## src/rtl/bp_fe_fetch_buffer.sv

```systemverilog
// Purpose: in-order instruction FIFO between the FE realigner and the FE queue packer.
// Latency: one cycle from enqueue to head visibility; no same-cycle bypass.
// Backpressure: yumi withheld while full or flushing; full drops one cycle after a dequeue.
module bp_fe_fetch_buffer #(
    parameter int vaddr_width_p = 39,
    parameter int instr_width_p = 32,
    parameter int els_p         = 4
) (
    input  logic                         clk_i,
    input  logic                         reset_n_i,
    input  logic                         flush_i,

    input  logic                         fetch_instr_v_i,
    input  logic [vaddr_width_p-1:0]     fetch_instr_pc_i,
    input  logic [instr_width_p-1:0]     fetch_instr_i,
    input  logic                         fetch_partial_i,
    output logic                         fetch_instr_yumi_o,

    output logic                         instr_v_o,
    output logic [vaddr_width_p-1:0]     instr_pc_o,
    output logic [instr_width_p-1:0]     instr_o,
    output logic                         instr_partial_o,
    input  logic                         instr_ready_and_i,

    output logic [$clog2(els_p+1)-1:0]   count_o,
    output logic                         full_o
);

    localparam int PTR_W = $clog2(els_p);
    localparam int CNT_W = $clog2(els_p+1);
    localparam logic [CNT_W-1:0] FULL_CNT = CNT_W'(els_p);

    // One stored instruction; fields are kept exactly as the realigner produced them.
    typedef struct packed {
        logic [vaddr_width_p-1:0] pc;
        logic [instr_width_p-1:0] instr;
        logic                     partial;
    } entry_t;

    entry_t            mem [els_p];
    entry_t            wr_dat;
    entry_t            rd_dat;
    logic [PTR_W-1:0]  rd_ptr;
    logic [PTR_W-1:0]  wr_ptr;
    logic [CNT_W-1:0]  count;
    logic              enq_vld;
    logic              deq_vld;

    // Handshakes: enqueue depends only on registered occupancy, never on the consumer.
    always_comb begin
        full_o             = (count == FULL_CNT);
        fetch_instr_yumi_o = fetch_instr_v_i & ~full_o & ~flush_i & reset_n_i;
        instr_v_o          = (count != '0) & ~flush_i;
        enq_vld            = fetch_instr_yumi_o;
        deq_vld            = instr_v_o & instr_ready_and_i;
        count_o            = count;
    end

    // Pack incoming fields and unpack the head entry.
    always_comb begin
        wr_dat.pc       = fetch_instr_pc_i;
        wr_dat.instr    = fetch_instr_i;
        wr_dat.partial  = fetch_partial_i;
        rd_dat          = mem[rd_ptr];
        instr_pc_o      = rd_dat.pc;
        instr_o         = rd_dat.instr;
        instr_partial_o = rd_dat.partial;
    end

    // Pointer and occupancy state; reset beats flush, flush beats enqueue/dequeue.
    always_ff @(posedge clk_i) begin
        if (!reset_n_i || flush_i) begin
            rd_ptr <= '0;
            wr_ptr <= '0;
            count  <= '0;
        end else begin
            if (enq_vld) wr_ptr <= wr_ptr + 1'b1;
            if (deq_vld) rd_ptr <= rd_ptr + 1'b1;
            case ({enq_vld, deq_vld})
                2'b10:   count <= count + 1'b1;
                2'b01:   count <= count - 1'b1;
                default: count <= count;
            endcase
        end
    end

    // Entry storage is never reset; contents are only observed when instr_v_o is high.
    always_ff @(posedge clk_i) begin
        if (enq_vld) mem[wr_ptr] <= wr_dat;
    end

    // A stalled producer must keep presenting the same PC until it is consumed.
    assert property (@(posedge clk_i) disable iff (!reset_n_i)
        (fetch_instr_v_i && !fetch_instr_yumi_o && !flush_i)
            |=> (!fetch_instr_v_i || $stable(fetch_instr_pc_i)));

    // Occupancy can never exceed the entry count.
    assert property (@(posedge clk_i) disable iff (!reset_n_i) (count <= FULL_CNT));

endmodule

```

## config.mk

```make
export PLATFORM = sky130hd
export DESIGN_NAME = bp_fe_fetch_buffer
export DESIGN_NICKNAME = d
export VERILOG_FILES = /design/src/rtl/bp_fe_fetch_buffer.sv
export SDC_FILE = /design/constraint.sdc
export NUM_CORES = 1
export LEC_CHECK = 0
export ABC_AREA = 1
export BUFFER_PORTS_ARGS = -buffer_cell sky130_fd_sc_hd__buf_4
export CORE_UTILIZATION = 50
export DETAILED_ROUTE_END_ITERATION = 12
export GPL_ROUTABILITY_DRIVEN = 0
export GPL_TIMING_DRIVEN = 1
export PLACE_DENSITY_LB_ADDON = 0.1
export SKIP_LAST_GASP = 1
export SYNTH_ARGS = -nofsm -noshare
export SYNTH_HDL_FRONTEND = slang
export SYNTH_SLANG_ARGS = --single-unit
```

## constraint.sdc

```tcl
create_clock -name clk_i -period 4.3 [get_ports clk_i]
set_input_delay 0.43 -clock clk_i [delete_from_list [all_inputs] [get_ports clk_i]]
set_output_delay 0.43 -clock clk_i [all_outputs]
set_load 0.05 [all_outputs]
```

# [After elaboration in Yosys (flattened, before gate mapping)]
# Memories as Yosys holds them, arrays and structs flattened. A register that Yosys moved wholly into a read port is not among the register bits.
# Index checks and enable logic that the tools add are counted.
[totals] reg_bits=7 mem_bits_rw=288 memories=1 elab_cells=27 inputBits=77 out_inout_bits=78
[memory_table] memory="mem" words=4 word_bits=72 read_ports=1 rd_ports_with_merged_regs=1 wr=1 line="40" text="entry_t mem [els_p];"
[op_classes] addsub=4 n_mux=5 bitwise_logic=7 n_reduce_logical=4 eq_ne=3
[ops] cell="one-hot mux 3 bit (2 select lines)" count=1
[ops] cell="bitwise AND 1 bit" count=5
[ops] cell="adder 2 x 1 -> 2 bit, second input constant" count=2
[ops] cell="2-to-1 mux 2 bit" count=2
[ops] cell="adder 3 x 1 -> 3 bit, second input constant" count=1
[ops] cell="== test 3 bit, second input constant" count=1
[ops] cell="nonzero test 3 bit" count=1
[ops] cell="subtractor 3 x 1 -> 3 bit, second input constant" count=1
[ops] cell="== test 2 x 1 -> 1 bit, second input constant" count=1
[ops] cell="== test 2 bit, second input constant" count=1
[ops] cell="2-to-1 mux 1 bit" count=2
[ops] cell="inverter 1 bit" count=2
[ops] cell="nonzero test 2 bit" count=1
[ops] cell="logical NOT 1 bit" count=1
[ops] cell="logical OR 1 bit" count=1

# [Depth between registers and ports, before layout]
# Gate-level depths: netlist of the first run.
[logic_depth] ltp_word=7 ltp_mapped=14 depth_no_buf=14

# [Least setup slack after synthesis of the first run]
# No wires, ideal clock.
[synth_timing] kind="flip-flop to flip-flop" startpoint="register count[1], in the netlist count_o[1]" endpoint="memory mem[0][0] (netlist name) (enable)" setup_time_ns=0.503 setup_slack_ns=-1.101 path_buffers=0 required_ns=3.797 stages_incl_launch_ff=7 period_less_slack_ns=5.401 arrival_time_ns=4.898 path_cell_list="dfxtp_1 nor2_1 nand2_1 nand2_1 nor2_1 inv_2 nor2_1"
[synth_via] elab_chain_cells=7
[synth_lines] element="from (decl)" line="45" text="logic [CNT_W-1:0] count;"
[synth_lines] element="from (signal assigned)" line="80" text="2'b10: count <= count + 1'b1;"
[synth_lines] element="from (signal assigned)" line="81" text="2'b01: count <= count - 1'b1;"
[synth_lines] element="from (signal assigned)" line="82" text="default: count <= count;"
[synth_lines] element="== test 3 bit" line="51" text="full_o = (count == FULL_CNT);"
[synth_lines] element="inverter 1 bit" line="52" text="fetch_instr_yumi_o = fetch_instr_v_i & ~full_o & ~flush_i & reset_n_i;"
[synth_lines] element="bitwise AND 1 bit (3 in series)" line="52"
[synth_lines] element="net fetch_instr_yumi_o" line="17" text="output logic fetch_instr_yumi_o,"
[synth_lines] element="2-to-1 mux 1 bit" line="89" text="if (enq_vld) mem[wr_ptr] <= wr_dat;"
[synth_lines] element="2-to-1 mux 1 bit (not written as such)" line="89"
[synth_lines] element="to (decl)" line="40"
# The timed path passes the listed nets, and every way through them passes these cells.

==> results of run 1 <==
-- worst reg2reg max path: stages, from the launching register on --
cell	delay, ns
sky130_fd_sc_hd__dfxtp_1	0.39
sky130_fd_sc_hd__nor2_1	0.10
sky130_fd_sc_hd__nand2_1	0.11
sky130_fd_sc_hd__nand2_1	0.11
sky130_fd_sc_hd__nor2_1	0.18
sky130_fd_sc_hd__inv_2	0.14
sky130_fd_sc_hd__nor2_4	0.63
sky130_fd_sc_hd__buf_4	0.40
-- cells by family after synthesis --
group / after synthesis
flops: 297
compound gates: 223
xor+xnor: 1
simple gates: 176
buf+inv: 66
fa+ha+maj: 6
-- final timing paths --
path	slack [ns]	cells past startpoint	startpoint	endpoint
setup / recovery	0.89	5	flip-flop	instr_pc_o[2]
hold / removal	0.08	1	fetch_instr_pc_i[9]	mem[1][42]
setup reg to reg	1.92	7	count_o[1]	mem[3][13]
hold reg to reg	0.56	2	rd_ptr[1]	flip-flop
-- where the power goes --
| group | internal (W) | switching, W | leakage, nW |
|---|---|---|---|
| combinational | 0.0000997 | 0.000184 | 1.71 |
| sequential | 0.00321 | 0.00000900 | 2.68 |
| clock | 0.00174 | 0.00105 | 0.526 |
-- cells in the final DEF, fill, tap and decap left out, types with 2 or more instances in the layout --
cell,synthesis,final
sky130_fd_sc_hd__clkinv_2,0,7
sky130_fd_sc_hd__nand2_1,14,14
sky130_fd_sc_hd__nor2_2,50,50
sky130_fd_sc_hd__nor2_4,0,4
sky130_fd_sc_hd__edfxtp_1,288,288
sky130_fd_sc_hd__clkinvlp_4,0,2
sky130_fd_sc_hd__buf_12,1,2
sky130_fd_sc_hd__bufinv_16,0,7
sky130_fd_sc_hd__buf_4,1,164
sky130_fd_sc_hd__o22ai_2,50,50
sky130_fd_sc_hd__clkbuf_16,0,31
sky130_fd_sc_hd__ha_1,5,5
sky130_fd_sc_hd__o21ai_0,136,136
sky130_fd_sc_hd__clkinv_1,0,2
sky130_fd_sc_hd__inv_6,1,2
sky130_fd_sc_hd__dfxtp_1,9,7
sky130_fd_sc_hd__a21oi_1,5,5
sky130_fd_sc_hd__clkbuf_1,13,5
sky130_fd_sc_hd__nor2_1,109,105
sky130_fd_sc_hd__inv_1,17,17
sky130_fd_sc_hd__o22ai_1,22,22
sky130_fd_sc_hd__o21ai_1,10,10
-- metrics by stage --
stage | setup WS [ns] | setup TNS, ns
3_5_place_dp | 1.424 | 0
2_1_floorplan | -1.101 | -317.10
5_1_grt | 0.6885 | 0
4_1_cts | 0.8400 | 0
6_report | 0.8868 | 0
3_3_place_gp | 1.482 | 0
-- flip-flops by register name, indices dropped and copies added (netlist names), named ones only --
register / cells
count_o: 3
wr_ptr: 2
mem: 288
rd_ptr: 2
-- cell type report --
| cell class | count | area, um^2 |
|---|---|---|
| Antenna cell | 1 | 2.502 |
| Sequential cell | 297 | 8833 |
| Multi-Input combinational cell | 406 | 2431 |
| Clock inverter | 20 | 285.3 |
| Inverter | 20 | 82.58 |
| Fill cell | 1701 | 8652 |
| Tap cell | 285 | 356.6 |
| Clock buffer | 36 | 794.5 |
| Timing Repair Buffer | 166 | 1271 |
-- metal layers --
metal  part of all wire, %  vias up  routed length, um  track usage [%]
met5                     0        -                  0                0
met4                   1.9        0                470            6.129
met3                   6.5       37               1584            4.875
met2                    50      212              12300            35.04
met1                    41     3377              10180            26.95
li1                      -     3176                  -                -
==> results.md, run 1 <==
CTS
• 1 — CTS H-tree lvls
• 0 — number of resized instances in the post-cts repair step
• done — CTS tree
• 0 — number of buffers inserted to repair setup after CTS
• 0.54 ns — clock latency of the later-clocked register in the worst-skew pair
• 30 — number of buffers added by the clock tree synthesis step
• 297 — clock net sink count
• sky130_fd_sc_hd__clkbuf_16 — clock root buffer
• 3 — clk buf depth
• 0 — cts hold-fix bufs
• 0.06 ns — Clock transition at path regs

Synthesis
• sky130_fd_sc_hd__edfxtp_1, sky130_fd_sc_hd__o21ai_0, sky130_fd_sc_hd__o22ai_2 — ranking of synthesized cells by area
• 15.08 um^2 — mean instance size in the synthesized netlist
• 288 — number of enable-type register cells in the synthesized netlist
• 297 — synthesized flop and latch total
• sky130_fd_sc_hd__edfxtp_1, sky130_fd_sc_hd__o21ai_0, sky130_fd_sc_hd__nor2_1, sky130_fd_sc_hd__nor2_2, sky130_fd_sc_hd__o22ai_2 — top post-synthesis cells by count
• 0.07555% — post-synthesis share of cell area spent on xor and xnor gates
• 0% — async set-reset flop share out of synthesis
• sky130_fd_sc_hd__edfxtp_1 — most repeated cell in the gate-level netlist after synthesis
• 769 — cells after synthesis
• 0.7123% — arithmetic-cell share of the synthesized area counting full adders, half adders and majority gates
• 0% — multiplexer fraction of the synthesized cell area
• 852 — Synthesized Nets
• sky130_fd_sc_hd__edfxtp_1 — most instantiated flip-flop cell in the synthesis netlist
• 74.60% — share of Yosys cell area claimed by the top area cell type
• 6.821% — fraction of the mapped netlist area in simple logic gates
• compound AO/OA/AOI/OAI gates — main combinational cell family by area after synthesis
• 11590 um^2 — post-synthesis instance area
• sky130_fd_sc_hd__edfxtp_1 — dominant cell type by area after synthesis
• 13.10% — Compound-Gate Fraction of Synth Area
• 26 — number of distinct library cell variants in the gate-level netlist after synthesis
• 0 — Yosys warnings
• 76.15% — register area share after synthesis

Route
• 4 — length of the first detailed-routing pass in iterations
• 24540 um — routed wire length
• 0 — remaining design rule violation count
• 0 — remaining number of nets flagged by the antenna check after routing
• 19.94 um — Wirelength per Cell
• 6802 — Vias
• 481 — number of DRC violations after detailed-routing iteration 0
• 5.526 — average vias per placed instance

Placement
• 154 — total of buffers placed on input and output ports
• 12970 um^2 — instance area at placement
• 13560 um — final HPWL from detailed placement
• 1174 — Cell Count Post-Placement

STA
• 0.01116 ns — final worst clock skew
• 24.69% — Relative slew margins
• 0 — final setup violation count
• false — setup repair after global routing missed its margin
• 0 — number of slew-limit violations in the final report
• 79.38% — portion of the clock cycle consumed by the worst path in the final layout
• 3.413 ns — final critical-path required period
• 293.0 MHz — highest clock rate
• 0.08066 ns — final worst hold slack
• 0 — final hold viol count
• 1.130 ns — pin slew with the least headroom to its limit

Floorplan
• 154.3 um — die height
• 51.05% — effective utilization at floorplan
• 55 — floorplan row count
• 23800 um^2 — full die area
• 22710 um^2 — placeable core area
• 155 — top-level I/O count
• 154.3 um — die span in x

Pwr
• 447.6 nW/um^2 — PwrDens
• 4.915 nW — leakage dissipation
• 0.006292 W — Total Power Consumption
• 339.3 uV — largest voltage drop on the vdd net

Layout
• 34.29% — share of layout cells above drive strength 1
• 61.90% — utilization of the core after routing
• 21.25% — signed area change from the synthesized netlist to the final layout
• 14060 um^2 — design area
• 1231 — Final Instance Count excl. Fillers
• 1004 — count of nets after finishing

Worst setup path
• 67 — maximum fanout encountered on the critical timing path
• buffers and inverters — gate family responsible for the most delay along the worst path
• 3.87 ns — required time worst endpoint
• sky130_fd_sc_hd__buf_4 — cell with the biggest individual delay on the critical path
• 3 — number of buffer and inverter stages on the critical path
• flip-flop — element type at the critical path start
• sky130_fd_sc_hd__buf_4 — cell occurring most often along the worst timing path
• output port — Setup crit end kind
• 0.62 ns — worst stage delay on the critical path
• 2.98 ns — data arrival time of the worst path
• reg2out — critical path start-end classification
• buf_4, buf_4, o21ai_0, o22ai_2, buf_4 — chain of cells forming the critical path

GRT
• 20.77% — Total Routing Usage GR
• 7105 — via count of the first global-routing pass
• 0 — GRT overflow
• 1 — initial antenna violation count
• 38110 um — global-route wire length before repair
• 131 — pin count of the biggest net entering global routing

Status
• finished, final reports clean — run status

Min path
• in2reg — hold crit path type

Job
• 0 — max_cap viols

No activity file was read; power rests on OpenSTA's default activity.
==> run 2, diff against run 1 <==
==> constraint.sdc (replaced) <==
create_clock -name clk_i -period 2.9 [get_ports clk_i]
set_input_delay 0.29 -clock clk_i [delete_from_list [all_inputs] [get_ports clk_i]]
set_output_delay 0.29 -clock clk_i [all_outputs]
set_load 0.05 [all_outputs]
==> run 2 against run 1 <==
Core utilization rose by 3.0 points. Final area is 4.9% higher. Via count grew 2.4%. Global-route usage fell by 0.11 points. Combinational power rose by 79%. Non-clock buffer count increased by 76. Largest cell class unchanged.
==> results.md, run 2 (synthesis gave the netlist of run 1 again) <==
STA
• 0 ns — Post-Route Setup TNS, unchanged
• 0 — final setup violation count, unchanged
• 0.5043 ns — pin slew with the least headroom to its limit, -0.6254 ns
• 0.01476 ns — final worst clock skew, +0.003606 ns
• 89.29% — portion of the clock cycle consumed by the worst path in the final layout
• 66.30% — Relative slew margins, +42 points
• 386.2 MHz — highest clock rate
• 2.589 ns — final critical-path required period
• 0 — final hold viol count, unchanged
• 0.3106 ns — post-layout worst setup margin, -0.5762 ns
• 0 — number of slew-limit violations in the final report, unchanged
• false — setup repair after global routing missed its margin

GRT
• 36.95% — met2 Usage GRT, +1.9 points
• 20.66% — Total Routing Usage GR, -0.11 points
• 25.65% — met1 Usage GRT, -1.3 points
• 38230 um — global-route wire length before repair, +0.33%
• 0 — initial antenna violation count, -1
• met2 — most crowded layer after global routing
• 4.119% — GRT met3 Usage, -0.76 points
• 111 — pin count of the biggest net entering global routing, -15%
• 7338 — via count of the first global-routing pass, +3.3%
• 0 — GRT overflow, unchanged

Worst setup path
• sky130_fd_sc_hd__buf_4 — cell occurring most often along the worst timing path
• flip-flop — element type at the critical path start
• 2.61 ns — required time worst endpoint, -1.26 ns
• 2.30 ns — data arrival time of the worst path, -0.68 ns
• inv_6, buf_4, o21ai_0, o22ai_2, buf_4 — chain of cells forming the critical path
• sky130_fd_sc_hd__dfxtp_4 — cell with the biggest individual delay on the critical path
• output port — Setup crit end kind
• reg2out — critical path start-end classification
• 57 — maximum fanout encountered on the critical timing path, -15%
• 0.47 ns — worst stage delay on the critical path, -0.15 ns

Status
• finished, final reports clean — run status

Route
• 5.350 — average vias per placed instance, -3.2%
• 18.57 um — Wirelength per Cell, -6.9%
• 439 — number of DRC violations after detailed-routing iteration 0, -8.7%
• 6966 — Vias, +2.4%
• 0 — remaining design rule violation count, unchanged
• 4 — length of the first detailed-routing pass in iterations, unchanged
• 24180 um — routed wire length, -1.5%
• 0 — remaining number of nets flagged by the antenna check after routing, unchanged

Floorplan
• 51.05% — effective utilization at floorplan, unchanged
• 22710 um^2 — placeable core area, unchanged
• 155 — top-level I/O count, unchanged
• 154.3 um — die span in x, unchanged
• 55 — floorplan row count, unchanged
• 23800 um^2 — full die area, unchanged
• 154.3 um — die height, unchanged

Pwr
• 0.007021 W — internal power, +39%
• 484.8 uV — largest voltage drop on the vdd net, +43%
• 40.0% — Clock power frac, -4.4 points
• 54.2% — sequential share of power, +3.1 points
• 20.25% — switching share of power, +0.43 points
• 5.8% — combinational group share of total power, +1.3 points
• 597.3 nW/um^2 — PwrDens, +33%
• 5.183 nW — leakage dissipation, +5.4%
• 0.008804 W — Total Power Consumption, +40%
• 0.001783 W — sw power, +43%

Placement
• 0.7312 ns — pre-CTS setup slack, -0.6929 ns
• 154 — total of buffers placed on input and output ports, unchanged
• 13800 um — final HPWL from detailed placement, +1.8%
• 13120 um^2 — instance area at placement, +1.1%

Layout
• 0 — antenna diode count, -1
• 14740 um^2 — design area, +4.9%
• 288 — Largest register FFs, unchanged
• 64.90% — utilization of the core after routing, +3.0 points
• 31.56% — share of layout cells above drive strength 1, -2.7 points
• mem — register name with the most flops
• 2439 um^2 — area of the multi-input gates, +0.31%
• 8836 um^2 — storage element area, about the same
• sky130_fd_sc_hd__edfxtp_1 — leading cell type in the layout, fill and taps excluded
• sky130_fd_sc_hd__edfxtp_1, sky130_fd_sc_hd__buf_4, sky130_fd_sc_hd__o21ai_0 — highest-count cells in the layout ignoring fill and taps
• 1661 — fill cell total of the finished layout, -2.4%
• 1081 — count of nets after finishing, +7.7%
• 27.13% — signed area change from the synthesized netlist to the final layout

CTS
• 1 — CTS H-tree lvls, unchanged
• 0.54 ns — clock latency of the later-clocked register in the worst-skew pair, about the same
• 0 — number of resized instances in the post-cts repair step, unchanged
• 297 — clock net sink count, unchanged
• done — CTS tree
• 31 — number of buffers added by the clock tree synthesis step, +3.3%
• 3 — clk buf depth, unchanged
• 0.06 ns — Clock transition at path regs, about the same
• sky130_fd_sc_hd__clkbuf_16 — clock root buffer

Job
• 0 — max_cap viols, unchanged

Min path
• in2reg — hold crit path type

==> run 2: cell count changes in the layout (fill, tap and decap cells not counted), moves of 2 or more <==
cell                            delta
sky130_fd_sc_hd__clkbuf_1          +5
sky130_fd_sc_hd__bufinv_16         -7
sky130_fd_sc_hd__buf_12            +8
sky130_fd_sc_hd__clkinv_2          -4
sky130_fd_sc_hd__dfxtp_2           +2
sky130_fd_sc_hd__clkinvlp_4        -2
sky130_fd_sc_hd__dfxtp_1           -2
sky130_fd_sc_hd__clkbuf_8          +4
sky130_fd_sc_hd__dlygate4sd3_1    +72
sky130_fd_sc_hd__buf_4             -4
==> run 2: worst paths after layout <==
| path | start | to | slack (ns) | cells past startpoint |
|---|---|---|---|---|
| setup / recovery | flip-flop | instr_pc_o[24] | 0.31 | 5 |
| hold / removal | instr_ready_and_i | flip-flop | 0.07 | 3 |
| setup reg to reg | count_o[1] | count_o[2] | 0.73 | 14 |
| hold reg to reg | rd_ptr[1] | flip-flop | 0.55 | 2 |
==> run 2: through the flow <==
| stage | hold slack [ns] | cells |
|---|---|---|
| finish | 0.06750 | 1302 |
| global route | 0.07865 | 1302 |
| CTS | 0.05365 | 1302 |
| detailed placement | 0.4928 | 1178 |
| global placement | 0.4890 | 1178 |
| floorplan | 0.3889 | 769 |
==> run 2: layout make-up <==
cell class	count	share of cell area (%)
Clock buffer	45	5.891
Inverter	20	0.5603
Tap cell	285	2.419
Timing Repair Buffer	242	14.40
Multi-Input combinational cell	406	16.55
Clock inverter	7	0.2377
Sequential cell	297	59.95
==> run 2: layer usage <==
layer  routed length (um)  up-vias
met5                    0        -
met2                12140      167
met3                 1278       32
met1                10400     3445
li1                     -     3322
met4                  362        0
==> run 2: worst max-delay path: cells and delay by family (launching register included) <==
family | cells | cell delay, ns
compound gates | 2 | 0.27
flops | 1 | 0.47
buf+inv | 3 | 0.99
==> run 2: power groups by stage <==
| stage | clock network [W] | logic [W] | registers [W] |
|---|---|---|---|
| after floorplan | 0 | 0.000217 | 0.00486 |
| after global placement | 0 | 0.000418 | 0.00486 |
| after detailed placement | 0 | 0.000430 | 0.00486 |
| after CTS | 0.00361 | 0.000512 | 0.00477 |
| after global routing | 0.00377 | 0.000541 | 0.00477 |
| final | 0.00352 | 0.000509 | 0.00477 |
==> run 2: repair_timing <==
| action | CTS | global route |
|---|---|---|
| endpoints found under the setup margin | 0 | 0 |
| buffers inserted | 0 | 0 |
| hold buffers | 72 | 0 |
| endpoints found under the hold margin | 288 | 0 |
